[config.mk]
export PLATFORM = sky130hd
export DESIGN_NAME = seg_hex_scan_n
export DESIGN_NICKNAME = d
export VERILOG_FILES = /design/src/rtl/seg_hex_scan_n.sv
export SDC_FILE = /design/constraint.sdc
export NUM_CORES = 1
export LEC_CHECK = 0
export CAP_MARGIN = 10
export CORE_UTILIZATION = 55
export DETAILED_ROUTE_END_ITERATION = 10
export GPL_TIMING_DRIVEN = 0
export HOLD_SLACK_MARGIN = 0.03
export PLACE_DENSITY_LB_ADDON = 0.12
export SYNTH_ARGS = -nofsm -noshare
export SYNTH_HDL_FRONTEND = slang
export SYNTH_SLANG_ARGS = --single-unit
export TNS_END_PERCENT = 50
[constraint.sdc]
create_clock -name sys_clk -period 5.3 [get_ports sys_clk]
set_input_delay 0.795 -clock sys_clk [delete_from_list [all_inputs] [get_ports sys_clk]]
set_output_delay 0.795 -clock sys_clk [all_outputs]
set_load 0.03 [all_outputs]
[src/rtl/seg_hex_scan_n.sv]
// Multiplexed hex driver for a common-segment 7-segment display with per-digit enable/dp,
// leading-zero blanking, PWM brightness and shadow registers that reload only at frame start.
module seg_hex_scan_n #(
    parameter int NUM_DIGITS     = 6,
    parameter int SCAN_DIV       = 50000,
    parameter int DIM_BITS       = 3,
    parameter int SEL_ACTIVE_LOW = 1,
    parameter int SEG_ACTIVE_LOW = 1
) (
    input  logic                    sys_clk,
    input  logic                    sys_rst_n,
    input  logic [4*NUM_DIGITS-1:0] data,
    input  logic [NUM_DIGITS-1:0]   dp_en,
    input  logic [NUM_DIGITS-1:0]   digit_en,
    input  logic                    lz_blank,
    input  logic [DIM_BITS-1:0]     brightness,
    input  logic                    hold,
    output logic [NUM_DIGITS-1:0]   seg_sel,
    output logic [7:0]              seg_led,
    output logic                    frame_tick
);

    localparam int PW = (SCAN_DIV > 1) ? $clog2(SCAN_DIV) : 1;
    localparam int IW = (NUM_DIGITS > 1) ? $clog2(NUM_DIGITS) : 1;
    // Wide enough for (2^DIM_BITS) * SCAN_DIV without overflow.
    localparam int OW = PW + DIM_BITS + 1;

    localparam logic [PW-1:0]         PRE_MAX = PW'(SCAN_DIV - 1);
    localparam logic [IW-1:0]         IDX_MAX = IW'(NUM_DIGITS - 1);
    localparam logic [NUM_DIGITS-1:0] SEL_OFF = {NUM_DIGITS{SEL_ACTIVE_LOW != 0}};
    localparam logic [7:0]            LED_OFF = {8{SEG_ACTIVE_LOW != 0}};

    logic [PW-1:0]           prescaler_q, prescaler_d;
    logic [IW-1:0]           index_q, index_d;
    logic [4*NUM_DIGITS-1:0] data_sh_q;
    logic [NUM_DIGITS-1:0]   dp_sh_q;
    logic [NUM_DIGITS-1:0]   en_sh_q;
    logic                    lz_sh_q;
    logic [DIM_BITS-1:0]     bri_sh_q;
    logic [NUM_DIGITS-1:0]   seg_sel_q, seg_sel_d;
    logic [7:0]              seg_led_q, seg_led_d;
    logic                    frame_tick_q;

    logic                    frame_start;
    logic [OW-1:0]           on_time;
    logic [3:0]              nib [NUM_DIGITS];
    logic [NUM_DIGITS-1:0]   nib_zero;
    logic [NUM_DIGITS-1:0]   blank;

    function automatic logic [6:0] hex_to_seg(input logic [3:0] h);
        logic [6:0] s;
        case (h)
            4'h0: s = 7'h3F;  4'h1: s = 7'h06;  4'h2: s = 7'h5B;  4'h3: s = 7'h4F;
            4'h4: s = 7'h66;  4'h5: s = 7'h6D;  4'h6: s = 7'h7D;  4'h7: s = 7'h07;
            4'h8: s = 7'h7F;  4'h9: s = 7'h6F;  4'hA: s = 7'h77;  4'hB: s = 7'h7C;
            4'hC: s = 7'h39;  4'hD: s = 7'h5E;  4'hE: s = 7'h79;  default: s = 7'h71;
        endcase
        return s;
    endfunction

    assign frame_start = (prescaler_q == '0) && (index_q == '0);
    assign on_time     = ((OW'(bri_sh_q) + OW'(1)) * OW'(SCAN_DIV)) >> DIM_BITS;

    generate
        for (genvar gi = 0; gi < NUM_DIGITS; gi++) begin : g_nib
            assign nib[gi]      = data_sh_q[4*gi +: 4];
            assign nib_zero[gi] = (data_sh_q[4*gi +: 4] == 4'd0);
        end
    endgenerate

    // Walk from the leftmost digit down; "clear" stays set while every enabled digit above is zero.
    always_comb begin
        logic clear;
        clear = 1'b1;
        blank = '0;
        for (int i = NUM_DIGITS - 1; i >= 0; i--) begin
            if (i > 0) begin
                blank[i] = lz_sh_q & nib_zero[i] & clear;
            end
            clear = clear & (~en_sh_q[i] | nib_zero[i]);
        end
    end

    always_comb begin
        prescaler_d = prescaler_q + 1'b1;
        index_d     = index_q;
        if (prescaler_q == PRE_MAX) begin
            prescaler_d = '0;
            index_d     = (index_q == IDX_MAX) ? '0 : index_q + 1'b1;
        end
    end

    always_comb begin
        logic [NUM_DIGITS-1:0] onehot;
        logic [7:0]            led_raw;
        onehot    = NUM_DIGITS'(1) << index_q;
        led_raw   = {dp_sh_q[index_q], blank[index_q] ? 7'h00 : hex_to_seg(nib[index_q])};
        seg_sel_d = SEL_OFF;
        seg_led_d = LED_OFF;
        // prescaler==0 is always dark so the previous digit's segments never ghost into this one.
        if ((prescaler_q != '0) && (OW'(prescaler_q) < on_time) && en_sh_q[index_q]) begin
            seg_sel_d = (SEL_ACTIVE_LOW != 0) ? ~onehot : onehot;
            seg_led_d = (SEG_ACTIVE_LOW != 0) ? ~led_raw : led_raw;
        end
    end

    always_ff @(posedge sys_clk) begin
        if (!sys_rst_n) begin
            prescaler_q  <= '0;
            index_q      <= '0;
            data_sh_q    <= '0;
            dp_sh_q      <= '0;
            en_sh_q      <= '0;
            lz_sh_q      <= 1'b0;
            bri_sh_q     <= '0;
            seg_sel_q    <= SEL_OFF;
            seg_led_q    <= LED_OFF;
            frame_tick_q <= 1'b0;
        end else begin
            prescaler_q  <= prescaler_d;
            index_q      <= index_d;
            if (frame_start && !hold) begin
                data_sh_q <= data;
                dp_sh_q   <= dp_en;
                en_sh_q   <= digit_en;
                lz_sh_q   <= lz_blank;
                bri_sh_q  <= brightness;
            end
            seg_sel_q    <= seg_sel_d;
            seg_led_q    <= seg_led_d;
            frame_tick_q <= frame_start;
        end
    end

    assign seg_sel    = seg_sel_q;
    assign seg_led    = seg_led_q;
    assign frame_tick = frame_tick_q;

endmodule
==> impl_metrics.ini, run 1 <==
[outcome]
status = completed

[clock_tree]
path_clk_slew_ns = 0.08
cts_resized = 0
cts_buffer_depth = 2
clock_sinks = 74
cts_tree = done
cts_buffers = 9
cts_post_setup_buffers_inserted = 0
root_buffer = clkbuf_8
cts_hold_buffers = 0
clk_latency_ns = 0.35
h-tree-depth = 3

[final_layout]
layout-drive-gt1-share_pct = 9.558
area_delta_synth_final_pct = 21.76
n_fill_cell = 619
multi_input_area_sq_um = 2415
final_common_cell = nand2_1
seqCellArea_sq_um = 1481
nets = 644
layout_common_cells = nand2_1 (103), dfxtp_1 (74), clkdlybuf4s50_1 (57), a21oi_1 (55), ha_1 (40)
n_antenna_cell = 0
final_cell_count_no_fill = 664

[worst_setup_path]
reg2reg_to = seg_led[6]$_SDFF_PN1_
critPathKind = reg2reg
r2r_cells = 20
worstSetupEndpoint = seg_led[6]$_SDFF_PN1_
worst-r2r-setup-slack_ns = 0.54
end_kind = flop
worstReg2RegStart = bri_sh_q[0]$_SDFFE_PN0P_
worst_setup_path_start_kind = flop
startpoint = bri_sh_q[0]$_SDFFE_PN0P_
required_ns = 5.50
cp_max_fo = 7
arrival_ns = 4.96

[route]
totalWireLength_um = 9578
drc = 0
drt-pass1-iter-count = 4
first_iter_violations = 150
vias = 3635
viasPerCell = 5.474
wl_per_cell_um = 14.42
antenna_left = 0

[logic_synthesis]
ys_seq_area_share_pct = 35.63
ys_ff_latch = 74
synth_area_sq_um = 4158
syn_inst = 492
synth_nets = 576
synthTopCellsByArea = dfxtp_1 (36%), ha_1 (12%), nand2_1 (9.3%), a21oi_1 (6.6%), mux2i_1 (3.1%)
syn_avg_cell_area_sq_um = 8.451
yosys_most_used_dff = dfxtp_1
yosysWarnings = 0
yosysTopAreaCell = dfxtp_1
synth_top_area_share_pct = 35.63
synth_cell_types = 57
async_reset_ff_share_pct = 0
synth_edf_count = 0

[floorplanning]
num_io_pins = 58
die_h_um = 88.95
die_x_um = 88.95
core_sq_um = 7292
fp.dieArea_sq_um = 7911
initial_core_util_pct = 57.02
num_rows = 31

[timing]
fmax_ghz = 0.2101
min_period_ns = 4.761
hold_viol_final = 0
fin_tns_setup_ns = 0
finClkSkew_ns = 0.01348
slew_viol_final = 0
rsz0062_at_grt = no
tightest_slew_ns = 0.5479
slew_headroom_pct = 63.48
setup_viol = 0
min_period_over_period_pct = 89.82

[global_routing]
grt_pass1_vias = 3385
antenna_found_initial = 0
grt-ovfl-total = 0
grt_pass1_wl_um = 15770
grt_use_total_pct = 26.15
grt_max_degree = 13

[power]
power.share.clock_pct = 35.9
pwr-share-seq_pct = 46.3
ir_drop_uv = 131.3
internal-power_mw = 0.9560
p_per_area_nw_per_um2 = 256.7
switchingPower_mw = 0.3433
p_leak_nw = 2.037
switching_share_pct = 26.42
p_comb_share_pct = 17.8

[place]
hpwl_um = 7397
portBuffers = 57
dp.cells = 648
gp_congestion = 0.8627

[worst_hold_path]
min_path_type = reg2reg

[run]
drv_cap = 0
-- layout make-up --
class                           count  area share (%)
Inverter                           27           2.002
Multi-Input combinational cell    370           47.70
Clock inverter                      5           1.557
Tap cell                           99           2.447
Timing Repair Buffer               57           11.27
Sequential cell                    74           29.26
Buffer                             21           3.164
Clock buffer                       11           2.595
-- power by group through the flow --
stage	Clock, mW	Combinational (mW)	Sequential, mW
after floorplan	0	0.148	0.612
after global placement	0	0.222	0.613
after detailed placement	0	0.229	0.613
after CTS	0.469	0.231	0.601
after global routing	0.491	0.260	0.604
final	0.467	0.231	0.601
-- worst min path at each step --
stage                                        from                      end  cells past startpoint
after global placement       lz_sh_q$_SDFFE_PN0P_     lz_sh_q$_SDFFE_PN0P_                      2
after global routing      dp_sh_q[4]$_SDFFE_PN0P_  dp_sh_q[4]$_SDFFE_PN0P_                      2
after floorplan              lz_sh_q$_SDFFE_PN0P_     lz_sh_q$_SDFFE_PN0P_                      2
final                        lz_sh_q$_SDFFE_PN0P_     lz_sh_q$_SDFFE_PN0P_                      2
after CTS                    lz_sh_q$_SDFFE_PN0P_     lz_sh_q$_SDFFE_PN0P_                      2
after detailed placement     lz_sh_q$_SDFFE_PN0P_     lz_sh_q$_SDFFE_PN0P_                      2
-- Yosys cell counts (all sizes together) (11+ instances only) --
| cell | n |
|---|---|
| nor2 | 28 |
| xor2 | 11 |
| nor3 | 12 |
| ha | 40 |
| inv | 27 |
| nand3 | 16 |
| a21oi | 55 |
| nand2 | 103 |
| buf | 14 |
| xnor2 | 11 |
| dfxtp | 74 |
| mux2i | 13 |
| o21ai | 12 |
-- critical path: stages, from the launching register on --
cell and delay (ns):
dfxtp_1 0.50, inv_1 0.17, nor3_1 0.39, ha_1 0.25
inv_1 0.07, fa_1 0.36, inv_1 0.07, ha_1 0.26
and3b_1 0.22, o21a_1 0.18, o21ai_0 0.20, a21boi_0 0.12
o21ai_0 0.22, xor2_1 0.27, ha_1 0.29, nand3_1 0.10
nor3_1 0.06, o211ai_1 0.10, a31oi_1 0.20, nor3_2 0.39
o221ai_1 0.21
-- through the flow --
stage | instance area, sq um | util [%] | total power [mW] | worst slack (ns) | hold slack, ns
floorplan | 4158 | - | 0.7598 | 1.379 | 0.4280
global placement | 4852 | 66.54 | 0.8346 | 0.7011 | 0.4364
detailed placement | 4852 | 66.54 | 0.8422 | 0.6177 | 0.4424
CTS | 5062 | 69.42 | 1.301 | 0.6292 | 0.4505
global route | 5062 | 69.42 | 1.356 | 0.1561 | 0.4768
finish | 5062 | 69.42 | 1.299 | 0.5395 | 0.4489
-- state kept, by name, summed over array words and instances (netlist names), 3 cells and up --
register,cells
bri_sh_q,3
seg_sel,6
prescaler_q,16
dp_sh_q,6
index_q,3
en_sh_q,6
seg_led,8
data_sh_q,24
-- metal layers --
| layer | global-route usage, % | routed length [um] | vias to the layer above |
|---|---|---|---|
| met4 | 8.225 | 153 | 0 |
| met5 | 0 | 0 | - |
| li1 | - | - | 1826 |
| met3 | 3.324 | 544 | 15 |
| met2 | 41.05 | 4248 | 95 |
| met1 | 37.62 | 4631 | 1699 |
-- cell families after synthesis --
logic type	after synthesis	share of synthesized area, %
buffers and inverters	48	6.289
AND/OR/NAND/NOR	189	21.49
adder cells (fa/ha/maj)	41	12.52
flip-flops	74	35.63
multiplexers	19	5.296
XOR/XNOR	22	4.634
AO/OA/AOI/OAI	99	14.14
Power figures use the tool's default switching activity.
==> inputs of run 2 (changes only) <==
--- a/config.mk
+++ b/config.mk
@@ -5,8 +5,10 @@
 export SDC_FILE = /design/constraint.sdc
 export NUM_CORES = 1
 export LEC_CHECK = 0
+export ABC_AREA = 0
 export CAP_MARGIN = 10
 export CORE_UTILIZATION = 55
+export CTS_CLUSTER_DIAMETER = 120
 export DETAILED_ROUTE_END_ITERATION = 10
 export GPL_TIMING_DRIVEN = 0
 export HOLD_SLACK_MARGIN = 0.03
==> results of run 2 <==
Same layout as run 1: the final DEF is identical, and so are final timing and power.
